`src/rtl/encoder_8b10b_multilane.sv`:
```
// rtl/encoder_8b10b_multilane.sv - multi-lane 8b/10b encoder with per-lane running disparity
// Optional feature macro: ENCODER_8B10B_RD_FORCE_EN (adds rd_force_i / rd_force_val_i)
module encoder_8b10b_multilane #(
  parameter int LANES   = 4,
  parameter bit RD_INIT = 1'b0
) (
  input  logic                  clk,
  input  logic                  reset,
  input  logic                  in_valid_i,
  output logic                  in_ready_o,
  input  logic [LANES*8-1:0]    data_i,
  input  logic [LANES-1:0]      k_i,
`ifdef ENCODER_8B10B_RD_FORCE_EN
  input  logic                  rd_force_i,
  input  logic [LANES-1:0]      rd_force_val_i,
`endif
  output logic                  out_valid_o,
  input  logic                  out_ready_i,
  output logic [LANES*10-1:0]   symbol_o,
  output logic [LANES-1:0]      rd_o,
  output logic [LANES-1:0]      k_err_o
);

  // 5b/6b codes for RD-, written abcdei with 'a' in bit 5
  function automatic logic [5:0] enc6_rdm(input logic [4:0] x);
    case (x)
      5'd0:  return 6'b100111;
      5'd1:  return 6'b011101;
      5'd2:  return 6'b101101;
      5'd3:  return 6'b110001;
      5'd4:  return 6'b110101;
      5'd5:  return 6'b101001;
      5'd6:  return 6'b011001;
      5'd7:  return 6'b111000;
      5'd8:  return 6'b111001;
      5'd9:  return 6'b100101;
      5'd10: return 6'b010101;
      5'd11: return 6'b110100;
      5'd12: return 6'b001101;
      5'd13: return 6'b101100;
      5'd14: return 6'b011100;
      5'd15: return 6'b010111;
      5'd16: return 6'b011011;
      5'd17: return 6'b100011;
      5'd18: return 6'b010011;
      5'd19: return 6'b110010;
      5'd20: return 6'b001011;
      5'd21: return 6'b101010;
      5'd22: return 6'b011010;
      5'd23: return 6'b111010;
      5'd24: return 6'b110011;
      5'd25: return 6'b100110;
      5'd26: return 6'b010110;
      5'd27: return 6'b110110;
      5'd28: return 6'b001110;
      5'd29: return 6'b101110;
      5'd30: return 6'b011110;
      default: return 6'b101011;
    endcase
  endfunction

  // 3b/4b codes for RD-, written fghj with 'f' in bit 3; alt7 selects the A7 form
  function automatic logic [3:0] enc4_rdm(input logic [2:0] y, input logic alt7);
    case (y)
      3'd0: return 4'b1011;
      3'd1: return 4'b1001;
      3'd2: return 4'b0101;
      3'd3: return 4'b1100;
      3'd4: return 4'b1101;
      3'd5: return 4'b1010;
      3'd6: return 4'b0110;
      default: return alt7 ? 4'b0111 : 4'b1110;
    endcase
  endfunction

  logic                 out_valid_q, out_valid_d;
  logic [LANES*10-1:0]  symbol_q, symbol_d;
  logic [LANES-1:0]     rd_q, rd_d;
  logic [LANES-1:0]     k_err_q, k_err_d;
  logic                 accept;

  wire  [LANES*10-1:0]  enc_symbol;
  wire  [LANES-1:0]     enc_rd;
  wire  [LANES-1:0]     enc_kerr;

  assign in_ready_o  = !out_valid_q || out_ready_i;
  assign accept      = in_valid_i && in_ready_o;
  assign out_valid_o = out_valid_q;
  assign symbol_o    = symbol_q;
  assign rd_o        = rd_q;
  assign k_err_o     = k_err_q;

  for (genvar n = 0; n < LANES; n++) begin : g_lane
    logic [4:0] x;
    logic [2:0] y;
    logic       legal_k;
    logic       use_k;
    logic       rd_start;
    logic       rd_mid;
    logic       alt7;
    logic [5:0] c6;
    logic [3:0] c4;

    // Encode one lane: 6b sub-block from the start RD, 4b sub-block from the mid RD
    always_comb begin
      x       = data_i[8*n +: 5];
      y       = data_i[8*n+5 +: 3];
      legal_k = (x == 5'd28) ||
                ((y == 3'd7) && ((x == 5'd23) || (x == 5'd27) || (x == 5'd29) || (x == 5'd30)));
      use_k   = k_i[n] && legal_k;
`ifdef ENCODER_8B10B_RD_FORCE_EN
      rd_start = rd_force_i ? rd_force_val_i[n] : rd_q[n];
`else
      rd_start = rd_q[n];
`endif
      c6 = (use_k && (x == 5'd28)) ? 6'b001111 : enc6_rdm(x);
      // Unbalanced codes and the D.7 pair have a distinct RD+ form (bitwise complement)
      if (rd_start && (($countones(c6) != 3) || (c6 == 6'b111000))) c6 = ~c6;
      rd_mid = rd_start ^ ($countones(c6) != 3);
      alt7   = use_k ||
               (!rd_mid && ((x == 5'd17) || (x == 5'd18) || (x == 5'd20))) ||
               ( rd_mid && ((x == 5'd11) || (x == 5'd13) || (x == 5'd14)));
      c4 = enc4_rdm(y, alt7);
      if (rd_mid && (($countones(c4) != 2) || (y == 3'd3))) c4 = ~c4;
      // K28.y with balanced 4b codes flips polarity to keep the comma unique
      if (use_k && (x == 5'd28) && !rd_mid &&
          ((y == 3'd1) || (y == 3'd2) || (y == 3'd5) || (y == 3'd6))) c4 = ~c4;
    end

    assign enc_symbol[10*n +: 10] = {c4[0], c4[1], c4[2], c4[3],
                                     c6[0], c6[1], c6[2], c6[3], c6[4], c6[5]};
    assign enc_rd[n]   = rd_mid ^ ($countones(c4) != 2);
    assign enc_kerr[n] = k_i[n] && !legal_k;
  end

  // Output stage next state: load on accept, clear valid on drain, otherwise hold
  always_comb begin
    out_valid_d = out_valid_q;
    symbol_d    = symbol_q;
    rd_d        = rd_q;
    k_err_d     = k_err_q;
    if (accept) begin
      out_valid_d = 1'b1;
      symbol_d    = enc_symbol;
      rd_d        = enc_rd;
      k_err_d     = enc_kerr;
    end else if (out_ready_i) begin
      out_valid_d = 1'b0;
    end
  end

  // Output and running-disparity registers
  always_ff @(posedge clk) begin
    if (reset) begin
      out_valid_q <= 1'b0;
      symbol_q    <= '0;
      rd_q        <= {LANES{RD_INIT}};
      k_err_q     <= '0;
    end else begin
      out_valid_q <= out_valid_d;
      symbol_q    <= symbol_d;
      rd_q        <= rd_d;
      k_err_q     <= k_err_d;
    end
  end

endmodule
```
`config.mk`:
```
export PLATFORM = sky130hd
export DESIGN_NAME = encoder_8b10b_multilane
export DESIGN_NICKNAME = d
export VERILOG_FILES = /design/src/rtl/encoder_8b10b_multilane.sv
export SDC_FILE = /design/constraint.sdc
export NUM_CORES = 1
export LEC_CHECK = 0
export BUFFER_PORTS_ARGS = -buffer_cell sky130_fd_sc_hd__buf_2
export CAP_MARGIN = 20
export CORE_MARGIN = 1
export CORE_UTILIZATION = 25
export CTS_BUF_LIST = sky130_fd_sc_hd__clkbuf_8
export DETAILED_ROUTE_END_ITERATION = 16
export GPL_TIMING_DRIVEN = 0
export PLACE_DENSITY = 0.39
export SKIP_LAST_GASP = 1
export SLEW_MARGIN = 20
export SYNTH_ARGS = -nofsm -noshare
export SYNTH_HDL_FRONTEND = slang
export SYNTH_SLANG_ARGS = --single-unit
```
`constraint.sdc`:
```
create_clock -name clk -period 16.5 [get_ports clk]
set_clock_uncertainty 0.05 [all_clocks]
set_input_delay 3.3 -clock clk [delete_from_list [all_inputs] [get_ports clk]]
set_output_delay 3.3 -clock clk [all_outputs]
set_load 0.1 [all_outputs]
```
Yosys cells after proc, flatten, opt, wreduce, memory -nomap -nowiden

Memories as Yosys holds them, arrays and structs flattened.
Index checks and enable logic that the tools add are counted.

Memories: 4
Flip-flop bits (word level): 49
Logic and storage cells: 326
Bits in read-only memories: 768
Input port bits: 40

Reductions and logical operators: 116
Bitwise logic cells: 20
$add $sub $neg: 64
Equal/unequal tests: 92
Muxes and demuxes: 26

Memory list:

| memory           | words | bits a word | rd ports | clocked after Yosys merged registers in | wr ports | line | RTL |
|---|---|---|---|---|---|---|---|
| (name not given) | 32    | 6           | 1        | 0                                       | 0        | 26   | `case (x)` |
| (name not given) | 32    | 6           | 1        | 0                                       | 0        | 26   |  |
| (name not given) | 32    | 6           | 1        | 0                                       | 0        | 26   |  |
| (name not given) | 32    | 6           | 1        | 0                                       | 0        | 26   |  |

Operators with widths:

| operator             | count |
|---|---|
| $eq A5 B5 Y1 const B | 32 |
| $pmux W4 S7          | 4 |
| $add A1 B1 Y2        | 40 |
| $logic_or A1 B1 Y1   | 61 |
| $eq A5 B4 Y1 const B | 12 |
| $add A2 B2 Y3        | 16 |
| $eq A3 B3 Y1 const B | 16 |
| $mux W4              | 12 |
| $mux W6              | 8 |
| $logic_and A1 B1 Y1  | 41 |
| $add A3 B2 Y4        | 8 |
| $ne A4 B2 Y1 const B | 8 |
| $not A4 Y4           | 8 |
| $eq A3 B2 Y1 const B | 8 |
| $eq A6 B6 Y1 const B | 4 |
| $ne A3 B2 Y1 const B | 8 |
| $not A6 Y6           | 4 |
| $eq A3 B1 Y1 const B | 4 |
| $logic_not A3 Y1     | 4 |
| $logic_not A1 Y1     | 9 |
| $xor A1 B1 Y1        | 8 |
| $mux W1              | 2 |
| $reduce_bool A2 Y1   | 1 |

Longest topological paths before layout

Word-level depth: 39
Mapped depth: 48

Worst setup path after synthesis

OpenSTA, ideal clock, no wires.

Kind: input -> register
Start point: in data_i[8]
End point: reg rd_q[1] (netlist: rd_o[1])
Arrival: 12.564 ns
Path buffers: 0
Library setup time: 0.070 ns
Stages: 43
Slack: 3.815 ns
Data required time: 16.380 ns
Cells stage by stage: inv_1 -> ha_1 -> nand2_1 -> a311o_1 -> a21oi_1 -> inv_1 -> fa_1 -> inv_1 -> fa_1 -> inv_1 -> ha_1 -> inv_1 -> fa_1 -> o21a_1 -> a31oi_2 -> xor2_1 -> inv_1 -> ha_1 -> (+7 left out) -> xnor2_1 -> mux2_2 -> o21ai_0 -> a21oi_1 -> fa_1 -> inv_1 -> ha_1 -> ha_1 -> a21oi_1 -> nor3_2 -> xor2_1 -> ha_1 -> ha_1 -> ha_1 -> nand2_1 -> xnor2_1 -> or3_1 -> a21oi_1

Longest elaborated chain between the ends: 39
Elaborated cells on any way between the ends: 66

Ends and longest elaborated chain:

| element                                 | line | RTL |
|---|---|---|
| from (decl)                             | 11   | `input logic [LANES*8-1:0] data_i,` |
| $eq A5 B5 Y1                            | 109  | `((y == 3'd7) && ((x == 5'd23) \|\| (x == 5'd27) \|\| (x == 5'd29) \|\| (x == 5'd30)));` |
| $logic_or A1 B1 Y1 (3 in a row)         | 109  |  |
| $logic_and A1 B1 Y1                     | 109  |  |
| $logic_or A1 B1 Y1                      | 108  | `legal_k = (x == 5'd28) \|\|` |
| $logic_and A1 B1 Y1                     | 110  | `use_k = k_i[n] && legal_k;` |
| $logic_and A1 B1 Y1                     | 116  | `c6 = (use_k && (x == 5'd28)) ? 6'b001111 : enc6_rdm(x);` |
| $mux W6 (*)                             | 116  |  |
| $add A1 B1 Y2 (not written as such)     | 118  | `if (rd_start && (($countones(c6) != 3) \|\| (c6 == 6'b111000))) c6 = ~c6;` |
| (+6 left out)                           | --   |  |
| net g_lane[1].c6[3]                     | 101  | `logic [5:0] c6;` |
| (+16 left out)                          | --   |  |
| $mux W4                                 | 124  | `if (rd_mid && (($countones(c4) != 2) \|\| (y == 3'd3))) c4 = ~c4;` |
| $not A4 Y4                              | 127  | `((y == 3'd1) \|\| (y == 3'd2) \|\| (y == 3'd5) \|\| (y == 3'd6))) c4 = ~c4;` |
| $mux W4 (*)                             | 126  | `if (use_k && (x == 5'd28) && !rd_mid &&` |
| net g_lane[1].c4[3]                     | 102  | `logic [3:0] c4;` |
| $add A1 B1 Y2 (not written as such) (*) | 132  | `assign enc_rd[n] = rd_mid ^ ($countones(c4) != 2);` |
| $add A2 B2 Y3 (not written as such) (*) | 132  |  |
| $ne A3 B2 Y1 (*)                        | 132  |  |
| $xor A1 B1 Y1 (*)                       | 132  |  |
| to (signal assigned)                    | 157  | `rd_q <= {LANES{RD_INIT}};` |
| to (signal assigned)                    | 162  | `rd_q <= rd_d;` |
| to (decl)                               | 78   | `logic [LANES-1:0] rd_q, rd_d;` |

The timed path passes the listed nets; every way through them passes the cells marked *.
A chain may end at the register's enable or synchronous reset.

Worst setup path in the final report

Ends and elaborated chain as after synthesis.

==> results.tsv <==
stage	metric	value	unit
power_and_ir_drop	power_density	128	nW/um^2
timing	finalSetupViolCount	0	
cts	cts_tree	built	
logic_synthesis	synthArstFlopShare	0	
cts	cts_resized	0	
floorplan	fp.coreArea	25100	sq um
logic_synthesis	synth-edff-count	0	
logic_synthesis	synth_area_per_cell	7.84	sq um
logic_synthesis	ys_top_cells_by_area	dfxtp_1 15%, ha_1 15%, fa_1 7.5%, nor2_1 4.8%, inv_1 4.7%	
final_layout	drive_gt1_frac	0.154	
logic_synthesis	synth_commonest_cells	82 x nor2_1, 80 x inv_1, 75 x ha_1, 52 x nand2_1, 49 x dfxtp_1	
detailed_routing	first_pass_iters	4	
cts	cts.sinks	49	
worst_setup_path	cp_max_fo	7	
timing	fmax	72.9	MHz
logic_synthesis	synth_area	6380	sq um
final_layout	n_antenna_cell	0	
final_layout	nNetsFinal	1040	
power_and_ir_drop	vdd_ir_drop_max	0.0735	mV
detailed_routing	drt.antenna.violating_nets	0	
worst_setup_path	startpoint_type	input pin	
logic_synthesis	synth_warnings	0	
timing	period_needed	13720	ps
detailed_routing	drc	0	
grt	grt.total_usage	0.148	
cts	insertion_delay	310	ps
logic_synthesis	syn_inst	814	
detailed_routing	vias_per_cell	4.70	
worst_setup_path	worstSetupPathType	input pin to flip-flop	
worst_setup_path	crit_top_cell	inv_1	
timing	slew_viol_final	0	
final_layout	areaGrowthSynthToFinish	14.9	%
timing	fin_hold_ws	405	ps
floorplan	die_w	162	um
detailed_routing	wl_per_cell	15.4	um
detailed_routing	drt-total-wl	19000	um
logic_synthesis	netlist.top_cell.by_area	dfxtp_1	
timing	rsz0062_at_grt	no	
logic_synthesis	synth.top_cell.area_share	0.154	
grt	grt_pass1_vias	5710	
timing	maxSlewHeadroom	0.344	
floorplan	die_h	162	um
placement	io_buffers	80	
logic_synthesis	seq_area_frac_synth	0.154	
detailed_routing	vias	5796	
power_and_ir_drop	leakage	3.25	nW
timing	finalHoldViolations	0	
worst_setup_path	cp.required	16700	ps
grt	grt_pass1_wl	31000	um
cts	cts_root_buf	clkbuf_8	
cts	cts_made_buffers	5	
cts	postCtsSetupRepairBufs	0	
logic_synthesis	yosys_most_used_dff	dfxtp_1	
grt	antenna_found_initial	0	
floorplan	die_area	26200	sq um
run	drv_cap	0	
timing	worst_pin_slew	982	ps
worst_setup_path	crit_arrival	13920	ps
cts	htree_levels	2	
floorplan	rows	58	
worst_hold_path	hold_class	flip-flop to flip-flop	
logic_synthesis	syn_nets	953	
worst_setup_path	end_kind	flip-flop	
worst_setup_path	critPathSlowestCell	fa_1	
timing	fin_crit_sh	0.831	
cts	path_clk_slew	110	ps
cts	cts_buffer_depth	2	
timing	final.setup.tns	0	ps
grt	gr-total-overflow	0	
detailed_routing	drt_iter0_drc	284	
status	status	finished, final reports clean	
placement	place_congestion	0.778	
logic_synthesis	synth.distinct_cells	88	
worst_setup_path	critical-path-max-stage-delay	560	ps
placement	dpl.hpwl	15000	um
logic_synthesis	yosysMostFrequentCell	nor2_1	
floorplan	io_pins	90	
floorplan	start_util	0.254	
grt	grt_max_degree	17	
logic_synthesis	ys_ff_latch	49	
cts	cts-hold-fix-buffers	0	
[per-layer routing]
layer / vias to the layer above / part of all wire / GRT usage
li1: 3020 / - / -
met1: 2687 / 0.51 / 0.211
met2: 83 / 0.46 / 0.246
met3: 6 / 0.031 / 0.0158
met4: 0 / 0.0034 / 0.0142
met5: - / 0 / 0
[cells in the final DEF (no fill, tap or decap), types with 8 or more instances in the layout]
master / n
a211oi_1: 26
a21oi_1: 47
a31oi_1: 9
and2_1: 9
buf_2: 92
clkbuf_1: 25
dfxtp_1: 49
fa_1: 24
ha_1: 75
inv_1: 80
mux2i_1: 16
nand2_1: 52
nand2b_1: 11
nand3_1: 18
nand3b_1: 8
nor2_1: 82
nor2b_1: 17
nor3_1: 22
o21a_1: 9
o21ai_0: 37
or3_1: 9
xnor2_1: 28
xor2_1: 13
[final timing paths]
check                                start          to  slack (ps)  depth (start not counted)
worst min-delay path            k_err_o[0]  k_err_o[0]         400                          2
worst min register to register  k_err_o[0]  k_err_o[0]         400                          2
worst max-delay path             data_i[8]     rd_o[1]        2780                         45
worst max register to register     rd_o[1]     rd_o[1]        8480                         32
[where the power goes]
| part | internal, mW | switching [mW] | leakage (nW) | total, mW |
|---|---|---|---|---|
| logic | 0.233 | 0.442 | 2.78 | 0.675 |
| registers | 0.139 | 0.0170 | 0.406 | 0.156 |
| clock network | 0.0611 | 0.0465 | 0.0687 | 0.108 |
[cell type report]
cell class,count,area [sq um]
Sequential cell,49,981
Clock buffer,5,68.8
Clock inverter,3,68.8
Multi-Input combinational cell,637,4860
Tap cell,330,413
Timing Repair Buffer,80,400
Inverter,83,314
Fill cell,2815,17800
Buffer,45,226
[critical path, delay by kind of cell]
| kind | cells | cell delay (ps) |
|---|---|---|
| and+or+nand+nor | 5 | 1080 |
| muxes | 1 | 240 |
| adders and majority gates | 15 | 5140 |
| buffers and inverters | 12 | 1000 |
| xor gates and xnor gates | 4 | 1130 |
| AOI/OAI and AO/OA | 8 | 2010 |
[logic make-up after synthesis]
kind of cell	after synthesis	synth area share
simple gates	267	0.214
compound gates	202	0.221
buf+inv	128	0.0847
fa+ha+maj	101	0.226
flops	49	0.154
xor+xnor	41	0.0563
mux	26	0.0449
[stage by stage]
step / power (mW) / worst slack [ps] / area, sq um / util / cells
6_report: 0.938 / 2780 / 7330 / 0.292 / 1232
4_1_cts: 0.953 / 2710 / 7330 / 0.292 / 1232
5_1_grt: 1.03 / 2020 / 7330 / 0.292 / 1232
3_5_place_dp: 0.839 / 2410 / 7190 / 0.286 / 1224
2_1_floorplan: 0.702 / 3820 / 6380 / - / 814
3_3_place_gp: 0.838 / 2400 / 7190 / 0.286 / 1224
[sequential cells by signal (all words and copies together) (netlist names)]
signal,cells
symbol_o,40
out_valid_o,1
rd_o,4
k_err_o,4
Power figures use the tool's default switching activity.
